### src/rtl/mem_port_arbiter_if.sv
`default_nettype none
// ============================================================================
// Module      : mem_port_arbiter_if
// Description : Requester handshake and RAM port bundle for mem_port_arbiter.
//               master = arbiter side, slave = clients plus RAM macro side.
// Revision    : 1.0 - initial release
// ============================================================================
interface mem_port_arbiter_if #(
  parameter int NREQ = 4,
  parameter int AW   = 8,
  parameter int DW   = 8
);
  logic [NREQ-1:0]    REQ_VALID;
  logic [NREQ-1:0]    REQ_READY;
  logic [NREQ-1:0]    REQ_WE;
  logic [NREQ-1:0]    REQ_LOCK;
  logic [NREQ*AW-1:0] REQ_ADDR;
  logic [NREQ*DW-1:0] REQ_WDATA;
  logic [NREQ-1:0]    RSP_VALID;
  logic [DW-1:0]      RSP_DATA;
  logic [AW-1:0]      MEM_ADDR;
  logic               MEM_WE;
  logic [DW-1:0]      MEM_D;
  logic [DW-1:0]      MEM_Q;

  modport master (
    input  REQ_VALID, REQ_WE, REQ_LOCK, REQ_ADDR, REQ_WDATA, MEM_Q,
    output REQ_READY, RSP_VALID, RSP_DATA, MEM_ADDR, MEM_WE, MEM_D
  );

  modport slave (
    output REQ_VALID, REQ_WE, REQ_LOCK, REQ_ADDR, REQ_WDATA, MEM_Q,
    input  REQ_READY, RSP_VALID, RSP_DATA, MEM_ADDR, MEM_WE, MEM_D
  );
endinterface
`default_nettype wire

### src/rtl/mem_port_arbiter.sv
`default_nettype none
// ============================================================================
// Module      : mem_port_arbiter
// Description : Round-robin arbiter sharing one single-port synchronous RAM
//               among NREQ requesters, with bounded per-requester locking and
//               read-data return to the originating requester.
// Revision    : 1.0 - initial release
// ============================================================================
module mem_port_arbiter #(
  parameter int NREQ     = 4,
  parameter int AW       = 8,
  parameter int DW       = 8,
  parameter int MAX_LOCK = 8
) (
  input  logic               CLK,
  input  logic               RST_X,
  mem_port_arbiter_if.master bus
);

  localparam int IW = (NREQ > 1) ? $clog2(NREQ) : 1;
  localparam int CW = $clog2(MAX_LOCK + 1);

  typedef enum logic [0:0] {
    ST_IDLE   = 1'b0,
    ST_LOCKED = 1'b1
  } state_t;

  state_t          r_state;
  state_t          w_state_nxt;
  logic [IW-1:0]   r_ptr;
  logic [IW-1:0]   w_ptr_nxt;
  logic [IW-1:0]   r_owner;
  logic [IW-1:0]   w_owner_nxt;
  logic [CW-1:0]   r_lock_cnt;
  logic [CW-1:0]   w_cnt_nxt;
  logic            r_rsp_pend;
  logic [IW-1:0]   r_rsp_id;
  logic [IW:0]     w_pick;
  logic            w_grant;
  logic            w_gnt;
  logic [IW-1:0]   w_win;

  // Next index after v, wrapping at NREQ (NREQ need not be a power of two).
  function automatic logic [IW-1:0] inc_mod(input logic [IW-1:0] v);
    if (v == IW'(NREQ - 1)) return '0;
    return v + IW'(1);
  endfunction

  // {found, index} of the first valid requester scanning start, start+1, ...
  // Scanning from the far end and overwriting leaves the nearest hit.
  function automatic logic [IW:0] rr_pick(input logic [IW-1:0] start,
                                          input logic [NREQ-1:0] valid);
    logic [IW:0] res;
    int          idx;
    res = '0;
    for (int k = NREQ - 1; k >= 0; k--) begin
      idx = int'(start) + k;
      if (idx >= NREQ) idx = idx - NREQ;
      if (valid[IW'(idx)]) res = {1'b1, IW'(idx)};
    end
    return res;
  endfunction

  // Arbitration, pointer update and lock FSM next-state.
  always_comb begin
    w_pick      = rr_pick(r_ptr, bus.REQ_VALID);
    w_grant     = 1'b0;
    w_win       = '0;
    w_state_nxt = r_state;
    w_ptr_nxt   = r_ptr;
    w_owner_nxt = r_owner;
    w_cnt_nxt   = r_lock_cnt;
    case (r_state)
      ST_IDLE: begin
        if (w_pick[IW]) begin
          w_grant   = 1'b1;
          w_win     = w_pick[IW-1:0];
          w_ptr_nxt = inc_mod(w_pick[IW-1:0]);
          // A lock limit of one would release immediately, so never lock.
          if (bus.REQ_LOCK[w_pick[IW-1:0]] && (MAX_LOCK > 1)) begin
            w_state_nxt = ST_LOCKED;
            w_owner_nxt = w_pick[IW-1:0];
            w_cnt_nxt   = CW'(1);
          end
        end
      end
      ST_LOCKED: begin
        // Only the owner may transfer; everyone else waits even if it idles.
        w_win = r_owner;
        if (bus.REQ_VALID[r_owner]) begin
          w_grant = 1'b1;
          if (bus.REQ_LOCK[r_owner] && (r_lock_cnt != CW'(MAX_LOCK - 1))) begin
            w_cnt_nxt = r_lock_cnt + CW'(1);
          end else begin
            // Voluntary release or lock budget exhausted on this transfer.
            w_state_nxt = ST_IDLE;
            w_ptr_nxt   = inc_mod(r_owner);
            w_cnt_nxt   = '0;
          end
        end else if (!bus.REQ_LOCK[r_owner]) begin
          w_state_nxt = ST_IDLE;
          w_ptr_nxt   = inc_mod(r_owner);
          w_cnt_nxt   = '0;
        end
      end
      default: w_state_nxt = ST_IDLE;
    endcase
  end

  // Grant strobes, RAM drive and read-response routing; all quiet in reset.
  always_comb begin
    w_gnt         = w_grant & ~RST_X;
    bus.REQ_READY = '0;
    bus.MEM_WE    = 1'b0;
    bus.MEM_ADDR  = '0;
    bus.MEM_D     = '0;
    bus.RSP_VALID = '0;
    bus.RSP_DATA  = '0;
    if (w_gnt) begin
      bus.REQ_READY[w_win] = 1'b1;
      bus.MEM_WE           = bus.REQ_WE[w_win];
      bus.MEM_ADDR         = bus.REQ_ADDR[w_win*AW +: AW];
      bus.MEM_D            = bus.REQ_WDATA[w_win*DW +: DW];
    end
    if (r_rsp_pend && !RST_X) begin
      bus.RSP_VALID[r_rsp_id] = 1'b1;
      bus.RSP_DATA            = bus.MEM_Q;
    end
  end

  // State registers; a granted read arms a one-cycle response to its origin.
  always_ff @(posedge CLK) begin
    if (RST_X) begin
      r_state    <= ST_IDLE;
      r_ptr      <= '0;
      r_owner    <= '0;
      r_lock_cnt <= '0;
      r_rsp_pend <= 1'b0;
      r_rsp_id   <= '0;
    end else begin
      r_state    <= w_state_nxt;
      r_ptr      <= w_ptr_nxt;
      r_owner    <= w_owner_nxt;
      r_lock_cnt <= w_cnt_nxt;
      r_rsp_pend <= w_grant & ~bus.REQ_WE[w_win];
      r_rsp_id   <= w_win;
    end
  end

endmodule
`default_nettype wire

### src/flat_wrapper.sv
// flat-port wrapper written by rule: the top's interface ports become plain ports
module mem_port_arbiter_flat 
#(
  parameter int NREQ     = 4,
  parameter int AW       = 8,
  parameter int DW       = 8,
  parameter int MAX_LOCK = 8
)
  (CLK, RST_X, bus_REQ_VALID, bus_REQ_WE, bus_REQ_LOCK, bus_REQ_ADDR, bus_REQ_WDATA, bus_MEM_Q, bus_REQ_READY, bus_RSP_VALID, bus_RSP_DATA, bus_MEM_ADDR, bus_MEM_WE, bus_MEM_D);
  mem_port_arbiter_if #(.NREQ(NREQ), .AW(AW), .DW(DW)) bus_i ();
  input  logic CLK;
  input  logic RST_X;
  input wire logic [$bits(bus_i.REQ_VALID)-1:0] bus_REQ_VALID;
  input wire logic [$bits(bus_i.REQ_WE)-1:0] bus_REQ_WE;
  input wire logic [$bits(bus_i.REQ_LOCK)-1:0] bus_REQ_LOCK;
  input wire logic [$bits(bus_i.REQ_ADDR)-1:0] bus_REQ_ADDR;
  input wire logic [$bits(bus_i.REQ_WDATA)-1:0] bus_REQ_WDATA;
  input wire logic [$bits(bus_i.MEM_Q)-1:0] bus_MEM_Q;
  output wire logic [$bits(bus_i.REQ_READY)-1:0] bus_REQ_READY;
  output wire logic [$bits(bus_i.RSP_VALID)-1:0] bus_RSP_VALID;
  output wire logic [$bits(bus_i.RSP_DATA)-1:0] bus_RSP_DATA;
  output wire logic [$bits(bus_i.MEM_ADDR)-1:0] bus_MEM_ADDR;
  output wire logic [$bits(bus_i.MEM_WE)-1:0] bus_MEM_WE;
  output wire logic [$bits(bus_i.MEM_D)-1:0] bus_MEM_D;
  assign bus_i.REQ_VALID = bus_REQ_VALID;
  assign bus_i.REQ_WE = bus_REQ_WE;
  assign bus_i.REQ_LOCK = bus_REQ_LOCK;
  assign bus_i.REQ_ADDR = bus_REQ_ADDR;
  assign bus_i.REQ_WDATA = bus_REQ_WDATA;
  assign bus_i.MEM_Q = bus_MEM_Q;
  assign bus_REQ_READY = bus_i.REQ_READY;
  assign bus_RSP_VALID = bus_i.RSP_VALID;
  assign bus_RSP_DATA = bus_i.RSP_DATA;
  assign bus_MEM_ADDR = bus_i.MEM_ADDR;
  assign bus_MEM_WE = bus_i.MEM_WE;
  assign bus_MEM_D = bus_i.MEM_D;
  mem_port_arbiter #(.NREQ(NREQ), .AW(AW), .DW(DW), .MAX_LOCK(MAX_LOCK)) u_core (.CLK(CLK), .RST_X(RST_X), .bus(bus_i));
endmodule
### config.mk
export PLATFORM = sky130hd
export DESIGN_NAME = mem_port_arbiter_flat
export DESIGN_NICKNAME = d
export VERILOG_FILES = /design/src/rtl/mem_port_arbiter_if.sv /design/src/rtl/mem_port_arbiter.sv /design/src/flat_wrapper.sv
export SDC_FILE = /design/constraint.sdc
export NUM_CORES = 1
export LEC_CHECK = 0
export BUFFER_PORTS_ARGS = -buffer_cell sky130_fd_sc_hd__buf_2
export CELL_PAD_IN_SITES_DETAIL_PLACEMENT = 1
export CELL_PAD_IN_SITES_GLOBAL_PLACEMENT = 2
export CORE_MARGIN = 5
export CORE_UTILIZATION = 22
export DETAILED_ROUTE_END_ITERATION = 8
export GPL_ROUTABILITY_DRIVEN = 0
export PLACE_DENSITY = 0.89
export RECOVER_POWER = 25
export SLEW_MARGIN = 0
export SYNTH_ARGS = -nofsm -noshare
export SYNTH_HDL_FRONTEND = slang
export SYNTH_SLANG_ARGS = --single-unit
### constraint.sdc
create_clock -name CLK -period 5.4 [get_ports CLK]
set_clock_uncertainty 0.05 [all_clocks]
set_input_delay 0.27 -clock CLK [delete_from_list [all_inputs] [get_ports CLK]]
set_output_delay 0.27 -clock CLK [all_outputs]
set_load 0.02 [all_outputs]
==> summary.txt, run 1 <==
Detailed routing
  – Wire per inst: between 10 and 15 um
  – Vias per std cell: roughly 4.7
  – Antenna Nets Post-Route: 0
  – Vias: around 1,800
  – Final wirelength: between 5000 and 6000 um
  – DRC viols: 0
  – Initial DRC count: 55
  – DR pass1 iterations: 4

Hold path
  – HP Class: in -> reg
  – Min-delay src: RST_X

Worst setup path
  – Worst setup path start: u_core.r_owner[0]
  – Max Fanout on Critical Path: 18
  – Slowest cell on the critical path: mux4_4
  – Setup crit end: bus_MEM_ADDR[0]
  – Critical path startpoint category: flip-flop
  – CP Buf/Inv Count: 1
  – Family with the most delay on the worst path: compound AO/OA/AOI/OAI gates
  – R2R Path Start: u_core.r_owner[0]
  – Stages on worst setup path: 5
  – CP peak stage delay: approximately 0.75 ns
  – Crit Path Category: reg -> out
  – RR Endpoint: u_core.r_rsp_pend
  – Setup crit end kind: primary output
  – Worst EP arrival: between 2 and 3 ns
  – Reg2reg path depth: 5
  – R2r setup slk: approximately 3.2 ns
  – Critical-path cell list: mux4_4, nand3_1, a21o_1, o22ai_1, buf_2
  – CP required: between 5 and 6 ns

Placed design
  – # port buffers: 118
  – Post-DP HPWL: slightly below 5000 um
  – Setup slack at placement: 2.67 ns

Synth
  – Netlist cell types: 47
  – Synthesized area per cell: 8.69 um^2
  – Gate count of the mapped netlist: approximately 180
  – EDFF count, synth: 0
  – Syn_nets: 270
  – Ys flop type: dfxtp_1
  – Post-synth ARST share: 0%
  – Synthesis Warnings: 0
  – Sequential cell area fraction in the yosys report: around 15%
  – Yosys reg bits: 12
  – Syn Std Cell Area: ~1600 um^2

Floorplanning
  – Core ar.: between 6000 and 7000 um^2
  – Die X: 94.6 um
  – # IOs: approximately 120
  – Area of the die: just under 9000 um^2
  – Core Rows: 30
  – Starting density of the core: between 20% and 30%
  – Die height: 94.6 um

Finish
  – Sequential cell area: 240 um^2
  – Layout cell share with drive strength beyond 1: 46.2%
  – Commonest non-fill, non-tap cells in the layout: 113 x buf_2, 35 x mux2i_1, 14 x nor2_1
  – Nets@finish: roughly 380
  – Fill cell count: just under 900
  – Area of the multi-input gates: ~1200 um^2
  – Antenna Cells: 0
  – Area Overhead vs Synth: 40.7%
  – Final core utilization: 32.2%
  – Most common cell after layout, fill and taps aside: buf_2

Timing
  – Fin. max-slew vios: 0
  – Final setup fails: 0
  – Fin. Hold Viols: 0
  – Least-Margin Pin Slew: 0.796 ns
  – Post-layout worst setup margin: 2.41 ns
  – Upper clock frequency limit: approximately 330 MHz
  – RSZ-0062 raised after global routing: no
  – Slew margin rel.: 46.9%
  – Period utilization: between 50% and 60%
  – Setup TNS Final: 0 ns
  – Fin crit period: roughly 3 ns

Run
  – Max-Cap Viols: 0

Clock network
  – Clk Latency, worst-skew pair: around 0.24 ns
  – CTS Buffer Depth: 2
  – Clock transition at path regs: approximately 0.060 ns
  – H-tree depth: 1
  – Setup Buffers After CTS: 0
  – CTS tree: done
  – Clk root buf: clkbuf_8
  – Clk sink count: 12
  – Post_cts resized: 0
  – Hold Buf Count CTS: 0
  – CTS buffer count: 3

GRT
  – Total gr overflow: 0
  – Vias in the first global route: between 1,500 and 2,000
  – Initial antenna violation count: 0
  – All-Layer GR Usage: 11.9%
  – Largest net degree at the start of global routing: 40
  – Global-route wire length before repair: 8540 um

Run status
  – Status: finished, final reports clean

Power
  – LEAKAGE: 1.08 nW
  – Pwr dens: ~420 nW/um^2
  – Worst VDD drop: about 0.14 mV
worst min path at each step:
stage,to,cells after the start,slack [ns]
after floorplan,u_core.r_lock_cnt[1],1,0.47
after global routing,u_core.r_rsp_id[1],2,0.33
final,u_core.r_state,2,0.32
after detailed placement,u_core.r_ptr[0],2,0.51
after global placement,u_core.r_ptr[0],2,0.49
after CTS,u_core.r_owner[0],2,0.32
logic make-up (layout without fill, tap and decap cells):
kind of cell | after synthesis | after routing | share of synthesized area (%)
adders and majority gates | 3 | 3 | 2.39
muxes | 38 | 38 | 26.0
xor gates and xnor gates | 1 | 1 | 0.557
and+or+nand+nor | 57 | 57 | 20.0
buffers and inverters | 18 | 129 | 9.86
DFF | 12 | 12 | 15.3
AOI/OAI and AO/OA | 52 | 52 | 25.9
state kept, by name, summed over array words and instances (netlist names):
name / count
u_core.r_lock_cnt: 4
u_core.r_owner: 2
u_core.r_ptr: 2
u_core.r_rsp_id: 2
u_core.r_rsp_pend: 1
u_core.r_state: 1
layout make-up:
cell class / instances / share of cell area [%]
clock buffer: 4 / 2.49
inverter: 6 / 1.02
multi-input combinational: 151 / 53.5
sequential: 12 / 10.9
tap: 96 / 5.43
timing repair buffer: 119 / 26.8
worst reg2reg max path, stage by stage (launching register included):
cell	delay, ns
dfxtp_1	0.48
mux4_4	0.75
nand3_1	0.12
a21o_2	0.44
inv_1	0.08
a22o_1	0.21
cell usage after synthesis (2+ instances only):
| cell | n | area [um^2] |
|---|---|---|
| a211oi_1 | 3 | 22.5 |
| a21o_1 | 3 | 22.5 |
| a21oi_1 | 10 | 50.1 |
| a32o_1 | 3 | 30.0 |
| and2_1 | 11 | 68.8 |
| buf_6 | 2 | 22.5 |
| buf_8 | 2 | 30.0 |
| clkbuf_1 | 3 | 11.3 |
| clkbuf_8 | 3 | 41.3 |
| dfxtp_1 | 12 | 240 |
| ha_1 | 3 | 37.5 |
| inv_1 | 6 | 22.5 |
| mux2i_1 | 35 | 350 |
| nand2_1 | 7 | 26.3 |
| nand3_1 | 4 | 20.0 |
| nor2_1 | 14 | 52.6 |
| nor2b_1 | 5 | 31.3 |
| nor3_1 | 6 | 30.0 |
| o21a_1 | 2 | 15.0 |
| o21ai_0 | 4 | 20.0 |
| o22ai_1 | 10 | 62.6 |
| o22ai_2 | 8 | 100 |
metal layers:
metal / vias up / part of all wire, % / global-route usage [%]
met5: - / 0 / 0
met3: 4 / 5.9 / 2.63
met4: 0 / 0.80 / 3.37
li1: 907 / - / -
met1: 832 / 39 / 13.3
met2: 62 / 54 / 22.5
per-stage QoR:
| step | cell area, um^2 | total power, mW | hold WS (ns) | std cells |
|---|---|---|---|---|
| 4_1_cts | 2220 | 0.956 | 0.316 | 388 |
| 3_5_place_dp | 2170 | 0.850 | 0.507 | 384 |
| 5_1_grt | 2210 | 1.01 | 0.331 | 388 |
| 3_3_place_gp | 2170 | 0.838 | 0.492 | 384 |
| 2_1_floorplan | 1570 | 0.720 | 0.469 | 181 |
| 6_report | 2210 | 0.936 | 0.319 | 388 |
where the power goes:
part           internal [mW]  switching, mW  leakage [nW]  total, mW
clock network         0.0645         0.0361        0.0288      0.101
logic                  0.287          0.393         0.949      0.680
registers              0.115         0.0401        0.0986      0.155
Power figures use the tool's default switching activity.
==> run 2, diff against run 1 <==
--- a/config.mk
+++ b/config.mk
@@ -5,14 +5,15 @@
 export SDC_FILE = /design/constraint.sdc
 export NUM_CORES = 1
 export LEC_CHECK = 0
+export ABC_AREA = 1
 export BUFFER_PORTS_ARGS = -buffer_cell sky130_fd_sc_hd__buf_2
 export CELL_PAD_IN_SITES_DETAIL_PLACEMENT = 1
 export CELL_PAD_IN_SITES_GLOBAL_PLACEMENT = 2
 export CORE_MARGIN = 5
-export CORE_UTILIZATION = 22
+export CORE_UTILIZATION = 17
 export DETAILED_ROUTE_END_ITERATION = 8
 export GPL_ROUTABILITY_DRIVEN = 0
-export PLACE_DENSITY = 0.89
+export PLACE_DENSITY = 0.81
 export RECOVER_POWER = 25
 export SLEW_MARGIN = 0
 export SYNTH_ARGS = -nofsm -noshare
==> constraint.sdc (replaced) <==
create_clock -name CLK -period 2.6 [get_ports CLK]
set_clock_uncertainty 0.05 [all_clocks]
set_input_delay 0.13 -clock CLK [delete_from_list [all_inputs] [get_ports CLK]]
set_output_delay 0.13 -clock CLK [all_outputs]
set_load 0.02 [all_outputs]
==> summary.txt, run 2 <==
Power
  – Pwr dens: 1460 nW/um^2
  – LEAKAGE: roughly 1.6 nW
  – Worst VDD drop: ~0.44 mV

Timing
  – Period utilization: 92.0%
  – Least-Margin Pin Slew: approximately 0.45 ns
  – Final setup fails: 0
  – RSZ-0062 raised after global routing: no
  – Setup TNS Final: 0 ns
  – Slew margin rel.: between 60% and 70%
  – Fin. max-slew vios: 0
  – Fin crit period: about 2.4 ns
  – WHS: 0.111 ns
  – Fin. Hold Viols: 0
  – Upper clock frequency limit: 418 MHz

Synth
  – Most frequent cells after synthesis: 194 x nand2_1, 30 x inv_1, 28 x nor2_1
  – Share of the synthesized area in the top cell type: 38.6%
  – Post-synth ARST share: 0%
  – EDFF count, synth: 0
  – Netlist cell types: 25
  – Post-synth top area cell: nand2_1
  – Largest cells by area after synthesis: nand2_1 39%, dfxtp_1 13%, inv_1 6.0%
  – Synthesis Warnings: 0
  – Syn_nets: around 460
  – Gate count of the mapped netlist: ~370
  – Most frequent cell after synthesis: nand2_1
  – Sequential cell area fraction in the yosys report: 12.7%
  – Yosys reg bits: 12
  – Synthesized area per cell: between 5 and 6 um^2
  – Syn Std Cell Area: 1890 um^2
  – Ys flop type: dfxtp_1

Worst setup path
  – CP Buf/Inv Count: 3
  – Max Fanout on Critical Path: 22
  – Family with the most delay on the worst path: simple AND/OR/NAND/NOR gates
  – Reg2reg path depth: 14
  – Crit Path Category: reg -> out
  – CP required: between 2 and 2.5 ns
  – Slowest cell on the critical path: dfxtp_4
  – Setup crit end kind: primary output
  – CP peak stage delay: 0.40 ns
  – Critical path startpoint category: flip-flop
  – Critical-path cell list: inv_6, nand2_1, nand2_2, nand2_2, nand2_4, nor3_1, nand2_1, nand3_1, buf_12, nor3_1, buf_2
  – Stages on worst setup path: 11
  – Worst EP arrival: 2.21 ns

Clock network
  – CTS buffer count: 3
  – Hold Buf Count CTS: 0
  – Clk Latency, worst-skew pair: ~0.25 ns
  – Clock transition at path regs: 0.06 ns
  – CTS Buffer Depth: 2
  – Setup Buffers After CTS: 0
  – Clk sink count: 12
  – Clk root buf: clkbuf_8
  – H-tree depth: 1
  – CTS tree: done

Hold path
  – HP Class: in -> reg
  – Hold depth: 2

Detailed routing
  – Final wirelength: a little over 8000 um
  – DR pass1 iterations: 4
  – Antenna Nets Post-Route: 0
  – Vias per std cell: approximately 4.2
  – Vias: ~2,600
  – DRC viols: 0
  – Initial DRC count: 77
  – Wire per inst: between 10 and 15 um

Run status
  – Status: finished, final reports clean

GRT
  – Initial antenna violation count: 0
  – All-Layer GR Usage: about an eighth
  – Largest net degree at the start of global routing: 38
  – Vias in the first global route: 2,739
  – Global-route wire length before repair: about 13,000 um
  – Total gr overflow: 0

Finish
  – Commonest non-fill, non-tap cells in the layout: 194 x nand2_1, 98 x buf_2, 30 x inv_1
  – Layout cell share with drive strength beyond 1: approximately a third
  – Largest register FFs: 4
  – Area Overhead vs Synth: 45.7%
  – Antenna Cells: 0
  – Nets@finish: roughly 570
  – Reg with most FFs: u_core.r_lock_cnt
  – Most common cell after layout, fill and taps aside: nand2_1

Floorplanning
  – # IOs: ~120
  – Die X: between 100 and 150 um
  – Starting density of the core: between 15 and 20%
  – Core ar.: between 10,000 and 15,000 um^2
  – Die height: between 100 and 150 um
  – Area of the die: between 10,000 and 15,000 um^2
  – Core Rows: 38

Placed design
  – Post-DP HPWL: about 6600 um
  – # port buffers: about 120

Run
  – Max-Cap Viols: 0
==> run 2: cell count changes after synthesis, sizes merged, moves of 4 or more <==
cell / delta
and2: -11
mux2i: -35
clkbuf: -4
a211oi: -4
nand2: +197
nor2b: -6
a21o: -4
buf: +8
nor2: +14
nor3: +4
inv: +28
nand3: +20
a21oi: +16
o22ai: -18
==> run 2: worst paths after layout <==
check             slack (ns)                    to            startpoint
setup / recovery        0.21      bus_REQ_READY[3]       u_core.r_ptr[0]
hold reg to reg         0.46  u_core.r_lock_cnt[1]  u_core.r_lock_cnt[1]
setup reg to reg        0.54       u_core.r_ptr[1]       u_core.r_ptr[0]
hold / removal          0.11     u_core.r_owner[0]                 RST_X
==> run 2: where the power goes <==
| group | total [mW] | internal, mW | switching (mW) |
|---|---|---|---|
| registers | 0.377 | 0.271 | 0.106 |
| logic | 3.42 | 1.23 | 2.19 |
| clock network | 0.209 | 0.134 | 0.0746 |
==> run 2: metrics by stage <==
step | setup slack (ns) | cells | total power, mW | util [%] | cell area [um^2]
6_report | 0.208 | 622 | 4.01 | 25.4 | 2750
5_1_grt | 0.00844 | 622 | 4.47 | 25.4 | 2750
4_1_cts | 0.0663 | 619 | 3.68 | 24.3 | 2640
3_5_place_dp | 0.254 | 615 | 3.45 | 23.8 | 2580
3_3_place_gp | 0.328 | 615 | 3.38 | 23.8 | 2580
2_1_floorplan | 0.558 | 369 | 2.75 | - | 1890
==> run 2: final cells by class <==
class / instances / area [um^2]
timing repair buffer: 125 / 723
sequential: 12 / 246
clock buffer: 4 / 55.1
tap: 140 / 175
multi-input combinational: 307 / 1400
inverter: 34 / 145
fill: 1500 / 8090
==> run 2: layer usage <==
metal,track usage (%),share of wire (%),vias up
met5,0,0,-
met4,0.939,0.46,0
met3,3.53,7.5,6
met2,21.1,50,76
met1,14.2,42,1147
li1,-,-,1364
==> run 2: repair_timing <==
action                                  CTS  global route
endpoints found under the setup margin    2            21
gates resized for setup                   1            20
cloned                                    0             3
pin swaps                                 0             1
==> run 2: logic make-up (layout without fill, tap and decap cells) <==
family	Yosys count	count (layout)	share of synthesized area [%]
AO/OA/AOI/OAI	35	35	12.2
XOR/XNOR	1	1	0.464
adder cells (fa/ha/maj)	3	3	1.99
buffers and inverters	50	163	14.1
flip-flops	12	12	12.7
AND/OR/NAND/NOR	268	268	58.5
